File: src/rtl/control_multiciclo.sv
// Multi-cycle MIPS main control FSM: sequences fetch/decode/execute/memory/write-back,
// counts retired instructions and halts on the halt opcode. Define ILLEGAL_TRAP_EN to trap illegal opcodes.
module control_multiciclo #(
  parameter int CNT_W = 16
) (
  input  logic             clk,
  input  logic             rst,
  input  logic [5:0]       op,
  input  logic             zero,
  input  logic             mem_ready,
  output logic             pc_write,
  output logic             pc_write_cond,
  output logic             i_or_d,
  output logic             mem_read,
  output logic             mem_write,
  output logic             ir_write,
  output logic             mem_to_reg,
  output logic             reg_dst,
  output logic             reg_write,
  output logic             alu_src_a,
  output logic [1:0]       alu_src_b,
  output logic [1:0]       pc_source,
  output logic [2:0]       uc,
  output logic [3:0]       estado,
  output logic             halted,
  output logic             illegal,
  output logic [CNT_W-1:0] instr_count
);

  localparam logic [3:0] S_FETCH     = 4'd0;
  localparam logic [3:0] S_DECODE    = 4'd1;
  localparam logic [3:0] S_MEM_ADDR  = 4'd2;
  localparam logic [3:0] S_MEM_READ  = 4'd3;
  localparam logic [3:0] S_MEM_WB    = 4'd4;
  localparam logic [3:0] S_MEM_WRITE = 4'd5;
  localparam logic [3:0] S_R_EXEC    = 4'd6;
  localparam logic [3:0] S_R_WB      = 4'd7;
  localparam logic [3:0] S_BRANCH    = 4'd8;
  localparam logic [3:0] S_JUMP      = 4'd9;
  localparam logic [3:0] S_I_EXEC    = 4'd10;
  localparam logic [3:0] S_I_WB      = 4'd11;
  localparam logic [3:0] S_HALT      = 4'd12;

  localparam logic [5:0] OP_R    = 6'b000000;
  localparam logic [5:0] OP_LW   = 6'b100011;
  localparam logic [5:0] OP_SW   = 6'b101011;
  localparam logic [5:0] OP_BEQ  = 6'b000100;
  localparam logic [5:0] OP_ADDI = 6'b001000;
  localparam logic [5:0] OP_J    = 6'b000010;
  localparam logic [5:0] OP_HALT = 6'b111111;

  logic [3:0]       state_q, state_d;
  logic [CNT_W-1:0] count_q, count_d;

  // The branch decision itself happens in the datapath (zero & pc_write_cond).
  logic unused_zero;
  assign unused_zero = zero;

  always_comb begin
    state_d = state_q;
    case (state_q)
      S_FETCH:     if (mem_ready) state_d = S_DECODE;
      S_DECODE: begin
        case (op)
          OP_LW, OP_SW: state_d = S_MEM_ADDR;
          OP_R:         state_d = S_R_EXEC;
          OP_BEQ:       state_d = S_BRANCH;
          OP_J:         state_d = S_JUMP;
          OP_ADDI:      state_d = S_I_EXEC;
          OP_HALT:      state_d = S_HALT;
`ifdef ILLEGAL_TRAP_EN
          default:      state_d = S_HALT;
`else
          default:      state_d = S_FETCH;
`endif
        endcase
      end
      S_MEM_ADDR:  state_d = (op == OP_SW) ? S_MEM_WRITE : S_MEM_READ;
      S_MEM_READ:  if (mem_ready) state_d = S_MEM_WB;
      S_MEM_WRITE: if (mem_ready) state_d = S_FETCH;
      S_R_EXEC:    state_d = S_R_WB;
      S_I_EXEC:    state_d = S_I_WB;
      S_MEM_WB, S_R_WB, S_BRANCH, S_JUMP, S_I_WB: state_d = S_FETCH;
      S_HALT:      state_d = S_HALT;
      default:     state_d = S_FETCH;
    endcase
  end

  // An instruction retires whenever control returns to FETCH from elsewhere.
  always_comb begin
    count_d = count_q;
    if (state_q != S_FETCH && state_d == S_FETCH) count_d = count_q + CNT_W'(1);
  end

  always_ff @(posedge clk or posedge rst) begin
    if (rst) begin
      state_q <= S_FETCH;
      count_q <= '0;
    end else begin
      state_q <= state_d;
      count_q <= count_d;
    end
  end

`ifdef ILLEGAL_TRAP_EN
  logic illegal_q, illegal_d, illegal_op;

  always_comb begin
    case (op)
      OP_R, OP_LW, OP_SW, OP_BEQ, OP_ADDI, OP_J, OP_HALT: illegal_op = 1'b0;
      default:                                            illegal_op = 1'b1;
    endcase
    illegal_d = illegal_q | ((state_q == S_DECODE) & illegal_op);
  end

  always_ff @(posedge clk or posedge rst) begin
    if (rst) illegal_q <= 1'b0;
    else     illegal_q <= illegal_d;
  end

  assign illegal = illegal_q & ~rst;
`else
  assign illegal = 1'b0;
`endif

  // Controls are decoded from the state; reset forces every output low at once.
  always_comb begin
    pc_write      = 1'b0;
    pc_write_cond = 1'b0;
    i_or_d        = 1'b0;
    mem_read      = 1'b0;
    mem_write     = 1'b0;
    ir_write      = 1'b0;
    mem_to_reg    = 1'b0;
    reg_dst       = 1'b0;
    reg_write     = 1'b0;
    alu_src_a     = 1'b0;
    alu_src_b     = 2'b00;
    pc_source     = 2'b00;
    uc            = 3'b000;
    halted        = 1'b0;
    if (!rst) begin
      case (state_q)
        S_FETCH: begin
          mem_read  = 1'b1;
          alu_src_b = 2'b01;
          uc        = 3'b001;
          ir_write  = mem_ready;
          pc_write  = mem_ready;
        end
        S_DECODE: begin
          alu_src_b = 2'b11;
          uc        = 3'b001;
        end
        S_MEM_ADDR, S_I_EXEC: begin
          alu_src_a = 1'b1;
          alu_src_b = 2'b10;
          uc        = 3'b001;
        end
        S_MEM_READ: begin
          mem_read = 1'b1;
          i_or_d   = 1'b1;
        end
        S_MEM_WB: begin
          reg_write  = 1'b1;
          mem_to_reg = 1'b1;
        end
        S_MEM_WRITE: begin
          mem_write = 1'b1;
          i_or_d    = 1'b1;
        end
        S_R_EXEC: begin
          alu_src_a = 1'b1;
          uc        = 3'b111;
        end
        S_R_WB: begin
          reg_write = 1'b1;
          reg_dst   = 1'b1;
        end
        S_BRANCH: begin
          alu_src_a     = 1'b1;
          uc            = 3'b010;
          pc_write_cond = 1'b1;
          pc_source     = 2'b01;
        end
        S_JUMP: begin
          pc_write  = 1'b1;
          pc_source = 2'b10;
        end
        S_I_WB:  reg_write = 1'b1;
        S_HALT:  halted = 1'b1;
        default: ;
      endcase
    end
  end

  assign estado      = rst ? S_FETCH : state_q;
  assign instr_count = count_q;

endmodule

File: config.mk
export PLATFORM = sky130hd
export DESIGN_NAME = control_multiciclo
export DESIGN_NICKNAME = d
export VERILOG_FILES = /design/src/rtl/control_multiciclo.sv
export SDC_FILE = /design/constraint.sdc
export NUM_CORES = 1
export LEC_CHECK = 0
export ABC_AREA = 1
export CORE_ASPECT_RATIO = 0.6
export CORE_MARGIN = 5
export CORE_UTILIZATION = 41
export CTS_CLUSTER_DIAMETER = 50
export DETAILED_ROUTE_END_ITERATION = 6
export MAX_ROUTING_LAYER = met4
export PLACE_DENSITY_LB_ADDON = 0.3
export SLEW_MARGIN = 20
export SYNTH_ARGS = -nofsm -noshare
export SYNTH_HDL_FRONTEND = slang
export SYNTH_SLANG_ARGS = --single-unit
File: constraint.sdc
create_clock -name clk -period 2.5 [get_ports clk]
set_clock_uncertainty 0.2 [all_clocks]
set_input_delay 0.625 -clock clk [delete_from_list [all_inputs] [get_ports clk]]
set_output_delay 0.625 -clock clk [all_outputs]
set_load 0.03 [all_outputs]
==> impl_metrics.tcl <==
set metrics [dict create \
    cp_common_cell "inv_1" \
    synth_fp_nets 252 \
    endpoint_kind "output pin" \
    use_met2_pct 21.4 \
    grt_overflow 0 \
    p_per_area_nw_per_um2 808 \
    grt.total_usage_pct 16.9 \
    cts_buffers 3 \
    syn_area_per_cell_um2 6.47 \
    insertion_delay_ns 0.27 \
    setup_violations 0 \
    h-tree-depth 1 \
    synth_edf_count 0 \
    cp-endpoint "pc_write" \
    postSynth.asyncResetShare_pct 100 \
    path_class "in -> out" \
    routed_wl_um 4050 \
    pre_cts_ws_ns -0.323 \
    use_met1_pct 27.3 \
    routed_via_density 4.79 \
    ant_nets 0 \
    grt_pass1_wl_um 6830 \
    start_util_pct 42.4 \
    routedWlPerCell_um 11.8 \
    final_layout_size_suffix_gt1_share_pct 19.5 \
    utilization_pct 59.3 \
    whs_ns 0.321 \
    cts_root_buffer "clkbuf_8" \
    path_buf_inv 4 \
    reg2regPathDepth 12 \
    cp.arrival_ns 1.64 \
    use_met3_pct 3.98 \
    die_h_um 57.8 \
    fin_crit_sh_pct 98.4 \
    slew_viol_final 0 \
    p_leak_nw 1.13 \
    vias 1648 \
    n_antenna_cell 0 \
    worstPathCellList "clkdlybuf4s50_1, inv_1, nor2_2, inv_1, a21oi_1, buf_4" \
    ios 49 \
    grt_busiest_layer "met1" \
    ys_types 23 \
    critPathLaunch "mem_ready" \
    synth_most_common_cell "nand2_1" \
    ir_worst_vdd_uv 538 \
    r2r-end "instr_count[6]$_DFFE_PP0P_" \
    firstDrtPassIters 4 \
    ys.flop_type "dfrtp_1" \
    clock_sinks 20 \
    cpPeakStageDelay_ns 0.46 \
    cp_slowest_cell "clkdlybuf4s50_1" \
    worst_slack_ns 0.0398 \
    cts_tree "yes" \
    yosys_register_bits 20 \
    required_ns 1.67 \
    synthCells 241 \
    synth_top_cell_by_area "dfrtp_1" \
    totalPowerFinal_mw 1.76 \
    nets 309 \
    worst_hold_path_type "reg -> reg" \
    ys_warn_count 0 \
    syn-cell-area_um2 1560 \
    ys_seq_area_share_pct 32.1 \
    grt_pass1_vias 1429 \
    syn_to_final_growth_pct 39.8 \
    clk_pin_slew_ns 0.08 \
    max_freq_mhz 406 \
    timing.rr.start "state_q[1]$_DFF_PP0_" \
    period_minus_slack_ns 2.46 \
    min_path_cells 2 \
    r2r_slack_ns 0.39 \
    synth_common_cells "nand2_1 (73), nor2_1 (44), nand3_1 (32), inv_1 (23), dfrtp_1 (20)" \
    grt_max_degree 21 \
    cap_violations 0 \
    gp_congestion 0.923 \
    die_w_um 89.6 \
    synth.area.top_cells "dfrtp_1 (32%), nand2_1 (18%), nor2_1 (11%), nand3_1 (10%), inv_1 (5.5%)" \
    yosysTopAreaCellShare_pct 32.1 \
    hpwl_um 3190 \
    post_cts_buffers 0 \
    hold_viol 0 \
    core_um2 3680 \
    drt_iter0_drc 93 \
    drc_errors 0 \
    portBuffers 46 \
    die_area_um2 5180 \
    cp-start-kind "input port" \
    grt_antenna_before_repair 0 \
    crit_cells 6 \
    clockBufferDepth 2 \
    outcome "finished, final reports clean" \
    row_count 17 \
    crit_fanout 2 \
    crit_family "buffers and inverters" \
]
-- where the power goes --
group	internal [mW]	switching [mW]	total, mW
Clock	0.214	0.110	0.324
Combinational	0.372	0.630	1.00
Sequential	0.374	0.0631	0.437
Total	0.960	0.802	1.76
-- flip-flops by register name, summed over array words and instances, names as in the netlist --
register	cells
instr_count	16
state_q	4
-- final cells by class --
class	instances	area, um2
clock buffer	3	41.3
clock inverter	1	30.0
fill	361	1500
inverter	23	90.1
multi-input combinational	191	955
sequential	20	500
tap	47	58.8
timing repair buffer	59	505
-- placed cells by master (no fill, tap or decap), types with 2 or more instances in the layout --
cell	netlist	final
nand2_1	73	72
nor2_1	44	43
buf_4	4	34
nand3_1	32	32
clkdlybuf4s50_1	0	23
inv_1	23	21
dfrtp_1	20	20
xor2_1	7	7
xnor2_1	7	7
nor2_4	2	5
a21oi_1	6	5
nand2_2	2	3
nor2_2	5	3
clkbuf_8	0	3
nand3_2	2	2
o21ai_0	2	2
nor3_1	2	2
-- cells by family after synthesis --
| family | after synthesis | share of synthesized area, % |
|---|---|---|
| AND/OR/NAND/NOR | 165 | 47.0 |
| other | 1 | 0.240 |
| flip-flops | 20 | 32.1 |
| buffers and inverters | 30 | 8.66 |
| AO/OA/AOI/OAI | 10 | 3.37 |
| adder cells (fa/ha/maj) | 1 | 0.802 |
| XOR/XNOR | 14 | 7.86 |
-- worst reg2reg max path: cells and delay by family (launching register included) --
family	cells	cell delay, ns
AND/OR/NAND/NOR	9	1.03
flip-flops	1	0.39
buffers and inverters	3	0.39
-- timing repair --
item	in CTS	in global routing
pin swaps	0	1
hold buffers	0	0
setup endpoints to repair	3	4
gates resized for setup	4	8
-- worst min path at each step --
stage / slack [ns] / startpoint / endpoint
global placement: 0.30 / instr_count[15]$_DFFE_PP0P_ / instr_count[15]$_DFFE_PP0P_
finish: 0.32 / instr_count[15]$_DFFE_PP0P_ / instr_count[15]$_DFFE_PP0P_
CTS: 0.33 / instr_count[15]$_DFFE_PP0P_ / instr_count[15]$_DFFE_PP0P_
global route: 0.38 / instr_count[13]$_DFFE_PP0P_ / instr_count[13]$_DFFE_PP0P_
floorplan: 0.29 / rst / instr_count[0]$_DFFE_PP0P_
detailed placement: 0.31 / instr_count[15]$_DFFE_PP0P_ / instr_count[15]$_DFFE_PP0P_
-- per-layer routing --
metal / up-vias / wire (um)
li1: 861 / -
met1: 732 / 2150
met2: 55 / 1560
met3: 0 / 343
met4: 0 / 0
met5: - / 0
-- through the flow --
stage	area, um2	TNS (ns)	instances
6_report	2180	0	344
5_1_grt	2180	-0.0230	344
4_1_cts	2150	0	344
3_5_place_dp	2080	-0.348	340
3_3_place_gp	2080	-0.320	340
2_1_floorplan	1560	0	241
Note: power is estimated with default switching activity, not from simulation.
